## config.mk

```make
export PLATFORM = sky130hd
export DESIGN_NAME = beat_generator
export DESIGN_NICKNAME = d
export VERILOG_FILES = /design/src/rtl/beat_generator.sv
export SDC_FILE = /design/constraint.sdc
export NUM_CORES = 1
export LEC_CHECK = 0
export BUFFER_PORTS_ARGS = -buffer_cell sky130_fd_sc_hd__buf_2
export CORE_UTILIZATION = 40
export CTS_BUF_LIST = sky130_fd_sc_hd__clkbuf_16
export CTS_CLUSTER_DIAMETER = 40
export DETAILED_ROUTE_END_ITERATION = 10
export PLACE_DENSITY = 0.71
export SETUP_SLACK_MARGIN = 0.3
export SYNTH_ARGS = -nofsm -noshare
export SYNTH_HDL_FRONTEND = slang
export SYNTH_SLANG_ARGS = --single-unit
```

## constraint.sdc

```tcl
create_clock -name clk -period 9.04 [get_ports clk]
set_clock_uncertainty 0.2 [all_clocks]
set_input_delay 1.356 -clock clk [delete_from_list [all_inputs] [get_ports clk]]
set_output_delay 1.356 -clock clk [all_outputs]
set_load 0.02 [all_outputs]
```

## src/rtl/beat_generator.sv

```systemverilog
// Tempo source: emits a one-cycle beat every PERIOD enabled cycles, with bar strobe and beat-in-bar index.
// Tempo changes are held pending and take effect only on a beat boundary (or immediately on restart).
module beat_generator #(
  parameter int PERIOD_WIDTH   = 20,
  parameter int DEFAULT_PERIOD = 50000,
  parameter int BEATS_PER_BAR  = 4,
  parameter int BAR_WIDTH      = 2
) (
  input  logic                    clk,
  input  logic                    reset,
  input  logic                    enable,
  input  logic                    restart,
  input  logic                    period_load,
  input  logic [PERIOD_WIDTH-1:0] period_in,
  output logic                    beat,
  output logic                    bar,
  output logic [BAR_WIDTH-1:0]    beat_index,
  output logic [PERIOD_WIDTH-1:0] period
);

  localparam logic [PERIOD_WIDTH-1:0] DEF_P    = PERIOD_WIDTH'(DEFAULT_PERIOD);
  localparam logic [PERIOD_WIDTH-1:0] MIN_P    = PERIOD_WIDTH'(2);
  localparam logic [PERIOD_WIDTH-1:0] ONE_P    = PERIOD_WIDTH'(1);
  localparam logic [BAR_WIDTH-1:0]    LAST_IDX = BAR_WIDTH'(BEATS_PER_BAR - 1);

  logic [PERIOD_WIDTH-1:0] tick_q, tick_d;
  logic [PERIOD_WIDTH-1:0] period_q, period_d;
  logic [PERIOD_WIDTH-1:0] pend_q, pend_d;
  logic                    pend_vld_q, pend_vld_d;
  logic [BAR_WIDTH-1:0]    next_idx_q, next_idx_d;
  logic [BAR_WIDTH-1:0]    beat_index_q, beat_index_d;
  logic                    beat_q, beat_d;
  logic                    bar_q, bar_d;
  logic                    load_ok;
  logic                    boundary;

  assign load_ok  = period_load && (period_in >= MIN_P);
  assign boundary = enable && (tick_q == (period_q - ONE_P));

  always_comb begin
    tick_d       = tick_q;
    period_d     = period_q;
    pend_d       = pend_q;
    pend_vld_d   = pend_vld_q;
    next_idx_d   = next_idx_q;
    beat_index_d = beat_index_q;
    beat_d       = 1'b0;
    bar_d        = 1'b0;

    if (restart) begin
      tick_d     = '0;
      next_idx_d = '0;
      // A same-cycle load is newer than anything pending, so it wins.
      if (load_ok) begin
        period_d = period_in;
      end else if (pend_vld_q) begin
        period_d = pend_q;
      end
      pend_vld_d = 1'b0;
    end else begin
      if (boundary) begin
        tick_d       = '0;
        beat_d       = 1'b1;
        bar_d        = (next_idx_q == '0);
        beat_index_d = next_idx_q;
        next_idx_d   = (next_idx_q == LAST_IDX) ? '0 : next_idx_q + 1'b1;
        if (pend_vld_q) begin
          period_d   = pend_q;
          pend_vld_d = 1'b0;
        end
      end else if (enable) begin
        tick_d = tick_q + ONE_P;
      end
      // Evaluated after the boundary so a coincident load lands at the following boundary.
      if (load_ok) begin
        pend_d     = period_in;
        pend_vld_d = 1'b1;
      end
    end
  end

  always_ff @(posedge clk) begin
    if (reset) begin
      tick_q       <= '0;
      period_q     <= DEF_P;
      pend_q       <= '0;
      pend_vld_q   <= 1'b0;
      next_idx_q   <= '0;
      beat_index_q <= '0;
      beat_q       <= 1'b0;
      bar_q        <= 1'b0;
    end else begin
      tick_q       <= tick_d;
      period_q     <= period_d;
      pend_q       <= pend_d;
      pend_vld_q   <= pend_vld_d;
      next_idx_q   <= next_idx_d;
      beat_index_q <= beat_index_d;
      beat_q       <= beat_d;
      bar_q        <= bar_d;
    end
  end

  assign beat       = beat_q;
  assign bar        = bar_q;
  assign beat_index = beat_index_q;
  assign period     = period_q;

endmodule

```

### After elaboration in Yosys (flattened, before gate mapping)

Cells that the tools add are included.

| word-level totals | value |
|---|---|
| bits in registers | 67 |
| latch bits | 0 |
| RAM bits | 0 |
| bits in read-only memories | 0 |
| input bits | 25 |
| output and inout port bits | 24 |
| word-level logic and storage cells | 34 |
| memories kept | 0 |

| operators by class | value |
|---|---|
| add/sub/neg operators | 3 |
| $mul | 0 |
| divide/modulo/power cells | 0 |
| magnitude comparators | 1 |
| eq/ne operators | 2 |
| shift-type cells | 0 |
| multiplexer cells | 8 |
| bitwise gates (word level) | 2 |
| reduce and logical (&&, ||, !) cells | 10 |

Operator list:

| operator | number |
|---|---|
| 20-bit 2-to-1 mux | 4 |
| 20-bit by 1-bit adder with 20-bit output, second input constant | 1 |
| 20-bit == test | 1 |
| 20-bit by 2-bit greater-or-equal comparator with 1-bit output, second input constant | 1 |
| 20-bit by 1-bit subtractor with 20-bit output, second input constant | 1 |
| 3-bit OR reduction | 2 |
| 2-bit AND reduction | 2 |
| 2-bit nonzero test | 2 |
| 1-bit 2-to-1 mux | 3 |
| 2-bit by 1-bit adder with 2-bit output, second input constant | 1 |
| 2-bit == test, second input constant | 1 |
| 1-bit logical AND | 2 |
| 2-bit logical NOT | 1 |
| 2-bit 2-to-1 mux | 1 |
| 1-bit inverter | 2 |
| 2-bit OR reduction | 1 |

### Longest topological paths before layout

| logic depth | value |
|---|---|
| depth after elaboration | 5 |
| mapped depth | 12 |
| gate-level depth less buffers | 9 |

### Worst setup path after synthesis

Ideal clock, no wire load.

| timing path | value |
|---|---|
| path type | input to register |
| start | input port period_in[15] |
| end | register pend_q[0] |
| library setup time | 128 ps |
| arrival | 2771 ps |
| setup slack | 5941 ps |
| cell stages on the path | 6 |
| path through | or3_1 o21ai_0 nand2b_1 clkbuf_1 mux2i_1 nor2_1 |

| on the way | value |
|---|---|
| cells in the longest elaborated chain, start to end | 3 |

Ends and longest elaborated chain:

| what | RTL line | text |
|---|---|---|
| start, declared | 14 | `input logic [PERIOD_WIDTH-1:0] period_in,` |
| 20-bit by 2-bit greater-or-equal comparator with 1-bit output | 37 | `assign load_ok = period_load && (period_in >= MIN_P);` |
| 1-bit logical AND | 37 |  |
| 2-bit AND reduction (no source line) | - |  |
| end signal, assigned | 95 | `pend_q <= pend_d;` |
| end, declared | 28 | `logic [PERIOD_WIDTH-1:0] pend_q, pend_d;` |

Every way passes these cells.
A chain may end at the register's enable or synchronous reset.

### Worst setup path in the final report

| timing path | value |
|---|---|
| start | register period_q[0] (netlist: period[0]) |
| end | register tick_q[13] |

| on the way | value |
|---|---|
| cells in the longest elaborated chain, start to end | 4 |

Ends and longest elaborated chain:

| what | RTL line | text |
|---|---|---|
| start, declared | 27 | `logic [PERIOD_WIDTH-1:0] period_q, period_d;` |
| start signal, assigned | 94 | `period_q <= period_d;` |
| 20-bit by 1-bit subtractor with 20-bit output | 38 | `assign boundary = enable && (tick_q == (period_q - ONE_P));` |
| 20-bit == test | 38 |  |
| 1-bit logical AND | 38 |  |
| 3-bit OR reduction (no source line) | - |  |
| end signal, assigned | 93 | `tick_q <= tick_d;` |
| end, declared | 26 | `logic [PERIOD_WIDTH-1:0] tick_q, tick_d;` |

Every way passes these cells.

==> out/qor.csv <==
stage,metric,value,unit
sta,slew_headroom,51.33,%
synthesis,synth_edf_count,0,
clock_network,htree_levels,3,
clock_network,numCtsBuffers,9,
run_status,outcome,finished clean,
clock_network,clock-sinks,67,
global_routing,busiest_layer,met2,
clock_network,cts.repair.resized,0,
sta,worst_pin_slew,726.8,ps
power,switchingPower,198.8,uW
floorplan,die_h,100.8,um
clock_network,clockRootBuffer,clkbuf_16,
synthesis,synth_top_area_cell,dfxtp_1,
floorplan,start_util,41.86,%
sta,min_period,3737,ps
clock_network,hold_buffers,0,
final_layout,drive_gt1_share,15.82,%
routing,ant_nets,0,
floorplan,core,0.009328,mm^2
placement,dpl_cell_area,0.004185,mm^2
power,ir_drop,0.1189,mV
power,clock_power_share,43.6,%
routing,drt_iter0_drc,159,
sta,fin_ws,5303,ps
routing,vias,3315,
global_routing,grt-ovfl-total,0,
worst_setup_path,setup.worst_path.start_class,flip-flop,
sta,final.period_utilization,41.33,%
clock_network,clk_path_buf_depth,2,
global_routing,grt_pass1_vias,3127,
worst_setup_path,cp-end-kind,flip-flop,
routing,avgViaCountPerCell,5.330,
synthesis,ys_warn_count,0,
global_routing,antenna_found_initial,0,
power,p_int,527.9,uW
global_routing,gr-usage-met1,26.05,%
synthesis,syn_area,0.003905,mm^2
power,comb_power_share,12.0,%
placement,portBuffers,48,
placement,detailed_place_hpwl,6.597,mm
final_layout,diodes,0,
routing,dr.pass1.iters,5,
placement,globalplace.congestion,0.7876,
clock_network,clkTransAtPathRegs,60,ps
synthesis,synthFlopType,dfxtp_1,
run,drv_cap,0,
power,power.density,163.2,mW/mm^2
power,p_sw_share,27.36,%
final_layout,nets,517,
final_layout,layout_common_cells,"89 x nor2_1, 67 x dfxtp_1, 63 x mux2i_1",
synthesis,synth-seq-cells,67,
final_layout,layout_commonest_cell,nor2_1,
min_path,hold_path.class,flip-flop to flip-flop,
sta,timing.fmax,267.6,MHz
clock_network,post_cts_buffers,0,
synthesis,ys_types,52,
final_layout,area_growth,14.07,%
synthesis,avgSynthCellArea,8.508,um^2
global_routing,use_met3,5.548,%
worst_setup_path,cp_data_required_time,9030,ps
global_routing,gr-usage-met2,31.03,%
sta,tns,0,ps
power,power_frac_seq,44.4,%
floorplan,dieArea,0.01016,mm^2
synthesis,postSynthCellCount,459,
worst_setup_path,path_class,flip-flop to flip-flop,
synthesis,synth-async-reset-ratio,0,%
global_routing,grtUsageTotal,19.65,%
routing,remaining_drc_errors,0,
sta,setup_viol,0,
final_layout,final_area,0.004454,mm^2
synthesis,synth_fp_nets,488,
synthesis,synth_top_area_share,34.35,%
floorplan,rows,35,
global_routing,grt_max_degree,64,
floorplan,die_x,100.8,um
power,p_leak,1.770,nW
clock_network,clk-insertion-delay-late,330,ps
sta,drv_slew,0,
clock_network,tritoncts,done,
placement,dp_slack,5145,ps
floorplan,ios,49,
synthesis,synthTopCellsByArea,"dfxtp_1 34%, mux2i_1 16%, nor2_1 8.6%",
global_routing,grt_pass1_wl,15.46,mm
worst_setup_path,cp_data_arrival_time,3730,ps
sta,hold_viol,0,
routing,routed_wl,9.332,mm
worst_setup_path,critPathMaxFanout,20,
sta,rsz0062_at_grt,no,
routing,wire_per_inst,15.00,um
final_layout,fillCellCount,906,
synthesis,seq_area_frac_synth,34.35,%
## sequential cells by signal (all words and copies together), names as in the netlist
signal      flops
period         20
bar             1
beat            1
beat_index      2
pend_vld_q      1
pend_q         20
next_idx_q      2
tick_q         20
## power by group through the flow
| stage | combinational (mW) | sequential (mW) | clock (mW) |
|---|---|---|---|
| 6_report | 0.0872 | 0.323 | 0.317 |
| 5_1_grt | 0.0958 | 0.324 | 0.336 |
| 4_1_cts | 0.0871 | 0.323 | 0.321 |
| 3_5_place_dp | 0.0867 | 0.329 | 0 |
| 3_3_place_gp | 0.0842 | 0.328 | 0 |
| 2_1_floorplan | 0.0631 | 0.326 | 0 |
## critical path, stage by stage (launching register included)
cell and delay [ps]:
dfxtp_1 400, inv_1 90, ha_1 180, or4b_1 590
or4_1 470, a211oi_1 220, o21bai_1 130, nor4_4 580
a21o_1 600, nor2_1 110
## area by class of cell
cell class              instances  area (um^2)  area share (%)
multi-input cells             345         2360           52.98
flip-flops and latches         67         1341           30.11
repair buffers                 53        277.8           6.236
clock buffers                   9        225.2           5.056
well taps                     129        161.4           3.624
inverters                      12        45.04           1.011
clock inverters                 7        43.79          0.9831
## synth_stat cells, drive strengths merged, types with 2 or more instances
| cell type | n |
|---|---|
| nor2 | 89 |
| dfxtp | 67 |
| mux2i | 63 |
| xnor2 | 26 |
| clkbuf | 25 |
| a211o | 16 |
| a21oi | 16 |
| nand2b | 15 |
| inv | 12 |
| nand2 | 12 |
| xor2 | 12 |
| buf | 10 |
| nor4 | 10 |
| nor3 | 9 |
| nand3 | 7 |
| nand4 | 7 |
| or4 | 6 |
| and3 | 5 |
| o21ai | 5 |
| or3 | 5 |
| ha | 4 |
| a211oi | 3 |
| a21o | 3 |
| a31oi | 3 |
| and4 | 3 |
| a31o | 2 |
| o211ai | 2 |
| o22ai | 2 |
| or2 | 2 |
## cell families (layout without fill, tap and decap cells)
| family | after synthesis | after routing | synth area share, % |
|---|---|---|---|
| flip-flops | 67 | 67 | 34.35 |
| XOR/XNOR | 38 | 38 | 8.523 |
| multiplexers | 64 | 64 | 16.44 |
| buffers and inverters | 47 | 81 | 5.223 |
| adder cells (fa/ha/maj) | 4 | 4 | 1.282 |
| AO/OA/AOI/OAI | 62 | 62 | 11.41 |
| AND/OR/NAND/NOR | 177 | 177 | 22.78 |
## worst paths after layout
check	start	end	slack (ps)	cells after the start
worst max register to register	period[0]	tick_q[13]	5300	9
worst max-delay path	period[0]	tick_q[13]	5300	9
worst min register to register	pend_q[3]	pend_q[3]	300	2
worst min-delay path	pend_q[3]	pend_q[3]	300	2
## routing by layer
layer,share of wire (%),routed length (um),up-vias
li1,-,-,1663
met1,48,4500,1552
met2,46,4277,91
met3,5.0,462,9
met4,0.99,92,0
met5,0,0,-
## stage by stage
stage	cells	utilization [%]	hold slack [ps]	total power [mW]
after floorplan	459	-	263.2	0.3891
after global placement	606	44.87	277.4	0.4125
after detailed placement	606	44.87	289.2	0.4157
after CTS	622	47.75	303.2	0.7310
after global routing	622	47.75	313.7	0.7562
final	622	47.75	296.5	0.7268
Note: power is estimated with default switching activity, not from simulation.
